[config.mk]
export PLATFORM = sky130hd
export DESIGN_NAME = uart_rx_ctrl
export DESIGN_NICKNAME = d
export VERILOG_FILES = /design/src/rtl/uart_rx_ctrl.sv
export SDC_FILE = /design/constraint.sdc
export NUM_CORES = 1
export LEC_CHECK = 0
export CAP_MARGIN = 20
export CORE_MARGIN = 2
export CORE_UTILIZATION = 30
export DETAILED_ROUTE_END_ITERATION = 10
export PLACE_DENSITY = 0.54
export REMOVE_ABC_BUFFERS = 1
export SETUP_SLACK_MARGIN = 0.1
export SYNTH_ARGS = -nofsm -noshare
export SYNTH_HDL_FRONTEND = slang
export SYNTH_SLANG_ARGS = --single-unit
[constraint.sdc]
create_clock -name CLK -period 2.6 [get_ports CLK]
set_clock_uncertainty 0.2 [all_clocks]
set_input_delay 0.78 -clock CLK [delete_from_list [all_inputs] [get_ports CLK]]
set_output_delay 0.78 -clock CLK [all_outputs]
set_load 0.01 [all_outputs]
[src/rtl/uart_rx_ctrl.sv]
// uart_rx_ctrl -- UART receive sequencer.
//
// Drives an external edge/bit counter through Cnt_Enable. The counter provides
// Edge_count and Bit_count. The block takes a 2-of-3 majority vote around
// mid-bit and shifts data in LSB-first. It checks the parity and stop bits and
// publishes each error-free word on P_DATA with a one-cycle Data_Valid strobe.
//
// Build option: define UART_RX_START_GLITCH_EN to abandon a frame whose start
// bit votes high (a line glitch). Without it, START always proceeds to DATA.
//
// state  | meaning
// -------+-----------------------------------------------------------------
// IDLE   | line idle, counter held clear, waiting for RX_IN low
// START  | timing the start bit (Bit_count = 0)
// DATA   | shifting in data bits, Bit_count = 1..DATA_WIDTH
// PARITY | comparing the parity bit with the parity of the received word
// STOP   | checking the stop bit, publishing the word when the frame is clean

module uart_rx_ctrl #(
   parameter int DATA_WIDTH = 8
) (
   input  logic                  CLK,
   input  logic                  RST,
   input  logic                  RX_IN,
   input  logic [5:0]            Prescale,
   input  logic                  PAR_EN,
   input  logic                  PAR_TYP,
   input  logic [4:0]            Edge_count,
   input  logic [4:0]            Bit_count,
   output logic                  Cnt_Enable,
   output logic [DATA_WIDTH-1:0] P_DATA,
   output logic                  Data_Valid,
   output logic                  Par_Err,
   output logic                  Stp_Err
);

   typedef enum logic [2:0] {
      IDLE   = 3'd0,
      START  = 3'd1,
      DATA   = 3'd2,
      PARITY = 3'd3,
      STOP   = 3'd4
   } state_t;

   localparam logic [4:0] LAST_DATA_BIT = 5'(DATA_WIDTH);

   state_t                state_q;
   state_t                state_nx;
   logic [2:0]            smp_q;
   logic [DATA_WIDTH-1:0] shift_q;
   logic                  par_en_q;
   logic                  par_typ_q;

   logic [5:0]            edge_ext;
   logic [5:0]            ps_last;
   logic [5:0]            ps_mid;
   logic                  bit_end;
   logic                  smp_bit;
   logic                  par_exp;
   logic                  frame_go;

   assign edge_ext = {1'b0, Edge_count};
   assign ps_last  = Prescale - 6'd1;
   assign ps_mid   = {1'b0, Prescale[5:1]};

   // A 5-bit counter always passes 31. Treating 31 as a bit end keeps the
   // sequencer moving if an unsupported Prescale makes Prescale-1 unreachable.
   // For Prescale 8 and 16 the counter never gets there, and for 32 it is the
   // real bit end anyway.
   assign bit_end  = (edge_ext == ps_last) || (Edge_count == 5'h1f);
   assign smp_bit  = (smp_q[0] & smp_q[1]) | (smp_q[0] & smp_q[2]) | (smp_q[1] & smp_q[2]);
   assign par_exp  = par_typ_q ? ~(^shift_q) : (^shift_q);
   assign frame_go = (state_q == IDLE) && !RX_IN;

   // State register
   always_ff @(posedge CLK or posedge RST) begin
      if (RST) begin
         state_q <= IDLE;
      end else begin
         state_q <= state_nx;
      end
   end

   // Next-state logic
   always_comb begin
      state_nx = state_q;
      case (state_q)
         IDLE: begin
            if (!RX_IN) begin
               state_nx = START;
            end
         end
         START: begin
            if (bit_end && (Bit_count == 5'd0)) begin
`ifdef UART_RX_START_GLITCH_EN
               state_nx = smp_bit ? IDLE : DATA;
`else
               state_nx = DATA;
`endif
            end
         end
         DATA: begin
            if (bit_end && (Bit_count == LAST_DATA_BIT)) begin
               state_nx = par_en_q ? PARITY : STOP;
            end
         end
         PARITY: begin
            if (bit_end) begin
               state_nx = STOP;
            end
         end
         STOP: begin
            if (bit_end) begin
               state_nx = IDLE;
            end
         end
         default: state_nx = IDLE;
      endcase
   end

   // Output decode: the counter runs whenever a frame is in progress
   always_comb begin
      Cnt_Enable = (state_q != IDLE);
   end

   // Mid-bit samples: three consecutive edges centred on Prescale/2-1
   always_ff @(posedge CLK or posedge RST) begin
      if (RST) begin
         smp_q <= 3'b000;
      end else if (state_q != IDLE) begin
         if (edge_ext == ps_mid - 6'd2) smp_q[0] <= RX_IN;
         if (edge_ext == ps_mid - 6'd1) smp_q[1] <= RX_IN;
         if (edge_ext == ps_mid)        smp_q[2] <= RX_IN;
      end
   end

   // Frame configuration is frozen at the start bit so mid-frame changes wait for the next frame
   always_ff @(posedge CLK or posedge RST) begin
      if (RST) begin
         par_en_q  <= 1'b0;
         par_typ_q <= 1'b0;
      end else if (frame_go) begin
         par_en_q  <= PAR_EN;
         par_typ_q <= PAR_TYP;
      end
   end

   // Data shift register: the new bit enters at the MSB, so the first bit ends up in the LSB
   always_ff @(posedge CLK or posedge RST) begin
      if (RST) begin
         shift_q <= '0;
      end else if ((state_q == DATA) && bit_end) begin
         shift_q <= {smp_bit, shift_q[DATA_WIDTH-1:1]};
      end
   end

   // Error flags, held until the next start bit
   always_ff @(posedge CLK or posedge RST) begin
      if (RST) begin
         Par_Err <= 1'b0;
         Stp_Err <= 1'b0;
      end else if (frame_go) begin
         Par_Err <= 1'b0;
         Stp_Err <= 1'b0;
      end else if (bit_end) begin
         if ((state_q == PARITY) && (smp_bit != par_exp)) begin
            Par_Err <= 1'b1;
         end
         if ((state_q == STOP) && !smp_bit) begin
            Stp_Err <= 1'b1;
         end
      end
   end

   // Publish a clean word at the end of the stop bit with a single-cycle strobe
   always_ff @(posedge CLK or posedge RST) begin
      if (RST) begin
         P_DATA     <= '0;
         Data_Valid <= 1'b0;
      end else begin
         Data_Valid <= 1'b0;
         if ((state_q == STOP) && bit_end && smp_bit && !Par_Err) begin
            P_DATA     <= shift_q;
            Data_Valid <= 1'b1;
         end
      end
   end

endmodule

### After elaboration in Yosys (flattened, before gate mapping)

Index checks and enable logic that the tools add are counted.

* $add $sub $neg: 3
* multipliers: 0
* divide/modulo/power cells: 0
* magnitude comparators: 0
* equal/unequal tests: 16
* shift-type cells: 0
* muxes and demuxes: 15
* bitwise operators: 6
* reductions and logical operators: 26

Operator list (number)
* $eq A5 B6 Y1: 3
* $mux W3: 6
* $pmux W3 S5: 1
* $ne A2 B2 Y1 const B: 5
* $reduce_and A2 Y1: 5
* $logic_and A1 B1 Y1: 9
* $mux W1: 8
* $reduce_xor A8 Y1: 1
* $eq A3 B2 Y1 const B: 2
* $reduce_bool A2 Y1: 3
* $sub A5 B1 Y6 const B: 1
* $sub A5 B2 Y6 const B: 1
* $sub A6 B1 Y6 const B: 1
* $eq A5 B4 Y1 const B: 1
* $eq A5 B5 Y1: 1
* $eq A5 B5 Y1 const B: 1
* $logic_not A5 Y1: 1
* $reduce_and A5 Y1: 1
* $and A1 B1 Y1: 3
* $eq A3 B1 Y1 const B: 1
* $eq A3 B3 Y1 const B: 1
* $logic_not A1 Y1: 3
* $logic_not A3 Y1: 1
* $reduce_bool A3 Y1: 1
* 4 further kinds: 5

* flip-flop bits (word level): 27
* latch bits: 0
* RAM bits: 0
* memory bits (read-only): 0
* output and inout port bits: 12
* word-level logic and storage cells: 77
* memories kept: 0

### Longest topological paths before layout

* depth after elaboration: 8
* depth in mapped cells: 9
* depth with buffers taken out: 8

### Worst setup path before layout

Ideal clock, no wire load.

* kind: input to register
* from: in Prescale[2]
* to: reg P_DATA[0]
* setup time: 125 ps
* data arrival time: 2490 ps
* path slack: -215 ps
* stages: 8
* path through: inv_1 > ha_1 > a21boi_2 > nand3_1 > xor2_1 > nand4_2 > a211oi_4 > mux2_2

* cells in the longest elaborated chain, start to end: 6

RTL lines
* from (decl): line 25 `input logic [5:0] Prescale,`
* $sub A6 B1 Y6: line 63 `assign ps_last = Prescale - 6'd1;`
* $eq A5 B6 Y1: line 70 `assign bit_end = (edge_ext == ps_last) || (Edge_count == 5'h1f);`
* $logic_or A1 B1 Y1: line 70
* $logic_and A1 B1 Y1 (3 in series): line 182 `if ((state_q == STOP) && bit_end && smp_bit && !Par_Err) begin`
* to (signal assigned): line 183 `P_DATA <= shift_q;`
* to (decl): line 31 `output logic [DATA_WIDTH-1:0] P_DATA,`

Every way passes these cells.
A chain may end at the register's enable or synchronous reset.

### Worst setup path in the final report

* from: in Prescale[2]
* to: reg shift_q[5]

* cells in the longest elaborated chain, start to end: 4

RTL lines
* $sub A6 B1 Y6: line 63
* $eq A5 B6 Y1: line 70
* $logic_or A1 B1 Y1: line 70
* $logic_and A1 B1 Y1: line 152 `end else if ((state_q == DATA) && bit_end) begin`
* to (signal assigned): line 153 `shift_q <= {smp_bit, shift_q[DATA_WIDTH-1:1]};`
* to (decl): line 50 `logic [DATA_WIDTH-1:0] shift_q;`

Every way passes these cells.

==> flow_summary.yaml <==
outcome:
  outcome: "complete, no violations"
setup_path:
  worstPathRequired_ps: 2560
  arrival_ps: 2460
  end_kind: "register"
  crit_path_top_delay_cell: "a211o_4"
  crit_fanout: 8
  start_kind: "primary input"
  path_cells: "buf_8, inv_8, ha_4, a21boi_4, nand3_2, xor2_2, nand4_4, a211o_4, mux2_4"
  crit_type: "primary input to register"
  slowest_delay_ps: 440
timing:
  final-setup-viol-count: 0
  worst_pin_slew_ps: 343
  post-route-min-period_ps: 2500
  period_share_pct: 96.3
  final_max_slew_viol_count: 0
  slew_headroom_pct: 77.2
  whs_ps: 316
  fmax_mhz: 400
  hold_violations: 0
  rsz0062_at_grt: "true"
run:
  cap_viol_max_count: 0
grt:
  use_met1_pct: 19.2
  grt_pass1_wl_um: 6490
  grt.busiest_layer: "met2"
  met3_usage_pct: 2.47
  antenna_found_initial: 0
  grt.total_usage_pct: 13.1
  use_met2_pct: 20.6
  grt-ovfl-total: 0
  grt_pass1_vias: 1333
  grt_max_degree: 28
worst_hold_path:
  hold_class: "register to register"
final_layout:
  n_antenna_cell: 0
  layout_common_cells: "27 x dfrtp_1, 27 x buf_4, 20 x clkdlybuf4s50_1"
  area_growth_syn_to_layout_pct: 49.7
  final_net_count: 249
  drive_above_1_share_pct: 39.2
  layout.cells.non_filler: 294
cts:
  cts_tree: "done"
  clkTransAtPathRegs_ps: 90
  clk-insertion-delay-late_ps: 270
  clk_path_buf_depth: 2
  clock_sinks: 27
  root_buffer: "clkbuf_8"
  cts_hold_buffers: 0
  cts_buffers: 3
  htree_levels: 1
power:
  internal-power_w: 0.000931
  ir_worst_vdd_v: 0.000286
  power.switching_w: 0.000511
  comb_power_share_pct: 46.7
  leakage_nw: 1.15
  seqPwrFrac_pct: 37.2
  p_sw_share_pct: 35.4
  p_clk_share_pct: 16.1
  power_density_mw_per_mm2: 550
synthesis:
  ys_dominant_reg_cell: "dfrtp_1"
  synth_edf_count: 0
  yosysWarnings: 0
  seq_area_frac_synth_pct: 38.6
  postSynth.asyncResetShare_pct: 100
  synth_cell_types: 43
  syn_area_per_cell_sq_um: 10.6
  synthCells: 165
  mappedNetlistArea_sq_mm: 0.00175
  ys_seq_elements: 27
placed_design:
  dp.cells: 287
  gp_congestion: 0.780
  hpwl_um: 3070
  io_buffers: 32
route:
  postRouteAntennaNets: 0
  drtIter0Drc: 63
  vias: 1362
  dr.pass1.iters: 4
  viasPerCell: 4.63
  routed_wl_um: 3930
  post-route-drc-count: 0
  wl_per_cell_um: 13.4
die:
  rows: 27
  die_height_um: 80.4
  ios: 33
  coreArea_sq_mm: 0.00557
  dieWidth_um: 80.4
  die-area_sq_mm: 0.00646
  start_util_pct: 31.4
[logic make-up after synthesis]
family          Yosys count  share of synthesized area (%)
compound gates           31                           12.3
buf+inv                  17                           4.79
simple gates             36                           11.3
flops                    27                           38.6
mux                      22                           15.9
xor+xnor                 26                           13.0
fa+ha+maj                 6                           4.15
[worst max-delay path: cells and delay by family]
kind	cells	cell delay (ps)
AO/OA/AOI/OAI	2	630
XOR/XNOR	1	180
multiplexers	1	320
adder cells (fa/ha/maj)	1	120
buffers and inverters	2	160
AND/OR/NAND/NOR	2	260
[synth_stat cells (2+ instances only)]
| cell | count | area [sq um] |
|---|---|---|
| a211oi_1 | 2 | 15.0 |
| a21oi_1 | 6 | 30.0 |
| buf_6 | 2 | 22.5 |
| clkbuf_1 | 4 | 15.0 |
| dfrtp_1 | 27 | 676 |
| ha_1 | 5 | 62.6 |
| inv_1 | 9 | 33.8 |
| mux2_2 | 13 | 146 |
| mux2_4 | 8 | 120 |
| nand2_1 | 5 | 18.8 |
| nand2b_1 | 4 | 25.0 |
| nand3_1 | 4 | 20.0 |
| nand3b_1 | 2 | 15.0 |
| nor2_1 | 7 | 26.3 |
| nor3_1 | 3 | 15.0 |
| o211ai_1 | 2 | 15.0 |
| o21a_1 | 2 | 15.0 |
| o21ai_0 | 9 | 45.0 |
| or3_1 | 2 | 12.5 |
| or4_1 | 2 | 15.0 |
| xnor2_1 | 19 | 166 |
| xor2_1 | 7 | 61.3 |
[power by group through the flow]
stage               combinational (W)  clock [W]  sequential (W)
floorplan                    0.000362          0        0.000565
global placement             0.000622          0        0.000545
CTS                          0.000652   0.000243        0.000538
finish                       0.000673   0.000232        0.000537
global route                 0.000745   0.000266        0.000549
detailed placement           0.000628          0        0.000547
[registers in the layout, indices dropped and copies added, names as in the netlist]
name / cells
par_typ_q: 1
smp_q: 3
shift_q: 8
Par_Err: 1
Data_Valid: 1
Stp_Err: 1
par_en_q: 1
state_q: 3
P_DATA: 8
[through the flow]
step	cell area [sq um]	TNS, ps	total power, W	utilization [%]	worst slack, ps
floorplan	1700	-3610	0.000927	-	-238
global placement	2320	-16100	0.00117	41.6	-772
detailed placement	2320	-16700	0.00117	41.6	-810
CTS	2530	0	0.00143	45.4	98.9
global route	2620	0	0.00156	47.0	47.9
finish	2620	0	0.00144	47.0	97.3
[routing by layer]
layer	vias to the layer above	part of all wire (%)
li1	687	-
met5	-	0
met1	654	49
met4	0	0.53
met3	2	3.0
met2	19	48
[worst paths after layout]
check / startpoint / to / slack, ps / cells past startpoint
worst max-delay path: Prescale[2] / shift_q[5] / 100 / 9
worst min-delay path: P_DATA[0] / P_DATA[0] / 320 / 1
worst max register to register: state_q[2] / par_typ_q / 740 / 4
worst min register to register: P_DATA[0] / P_DATA[0] / 320 / 1
max in group asynchronous: RST / shift_q[5] / 1280 / 3
min in group asynchronous: RST / P_DATA[3] / 660 / 3
[layout make-up]
class                      count  area [sq um]
inverter                       9          51.3
sequential                    27           676
timing repair buffer          61           556
multi-input combinational    121          1200
fill                         537          2950
tap                           72          90.1
clock buffer                   4          45.0
[repair_timing]
item | 4_1_cts | 5_1_grt
buffers inserted | 1 | 2
setup endpoints to repair | 26 | 23
pin swaps | 15 | 7
hold endpoints to repair | 0 | 0
gates resized for setup | 58 | 19
Power figures use the tool's default switching activity.
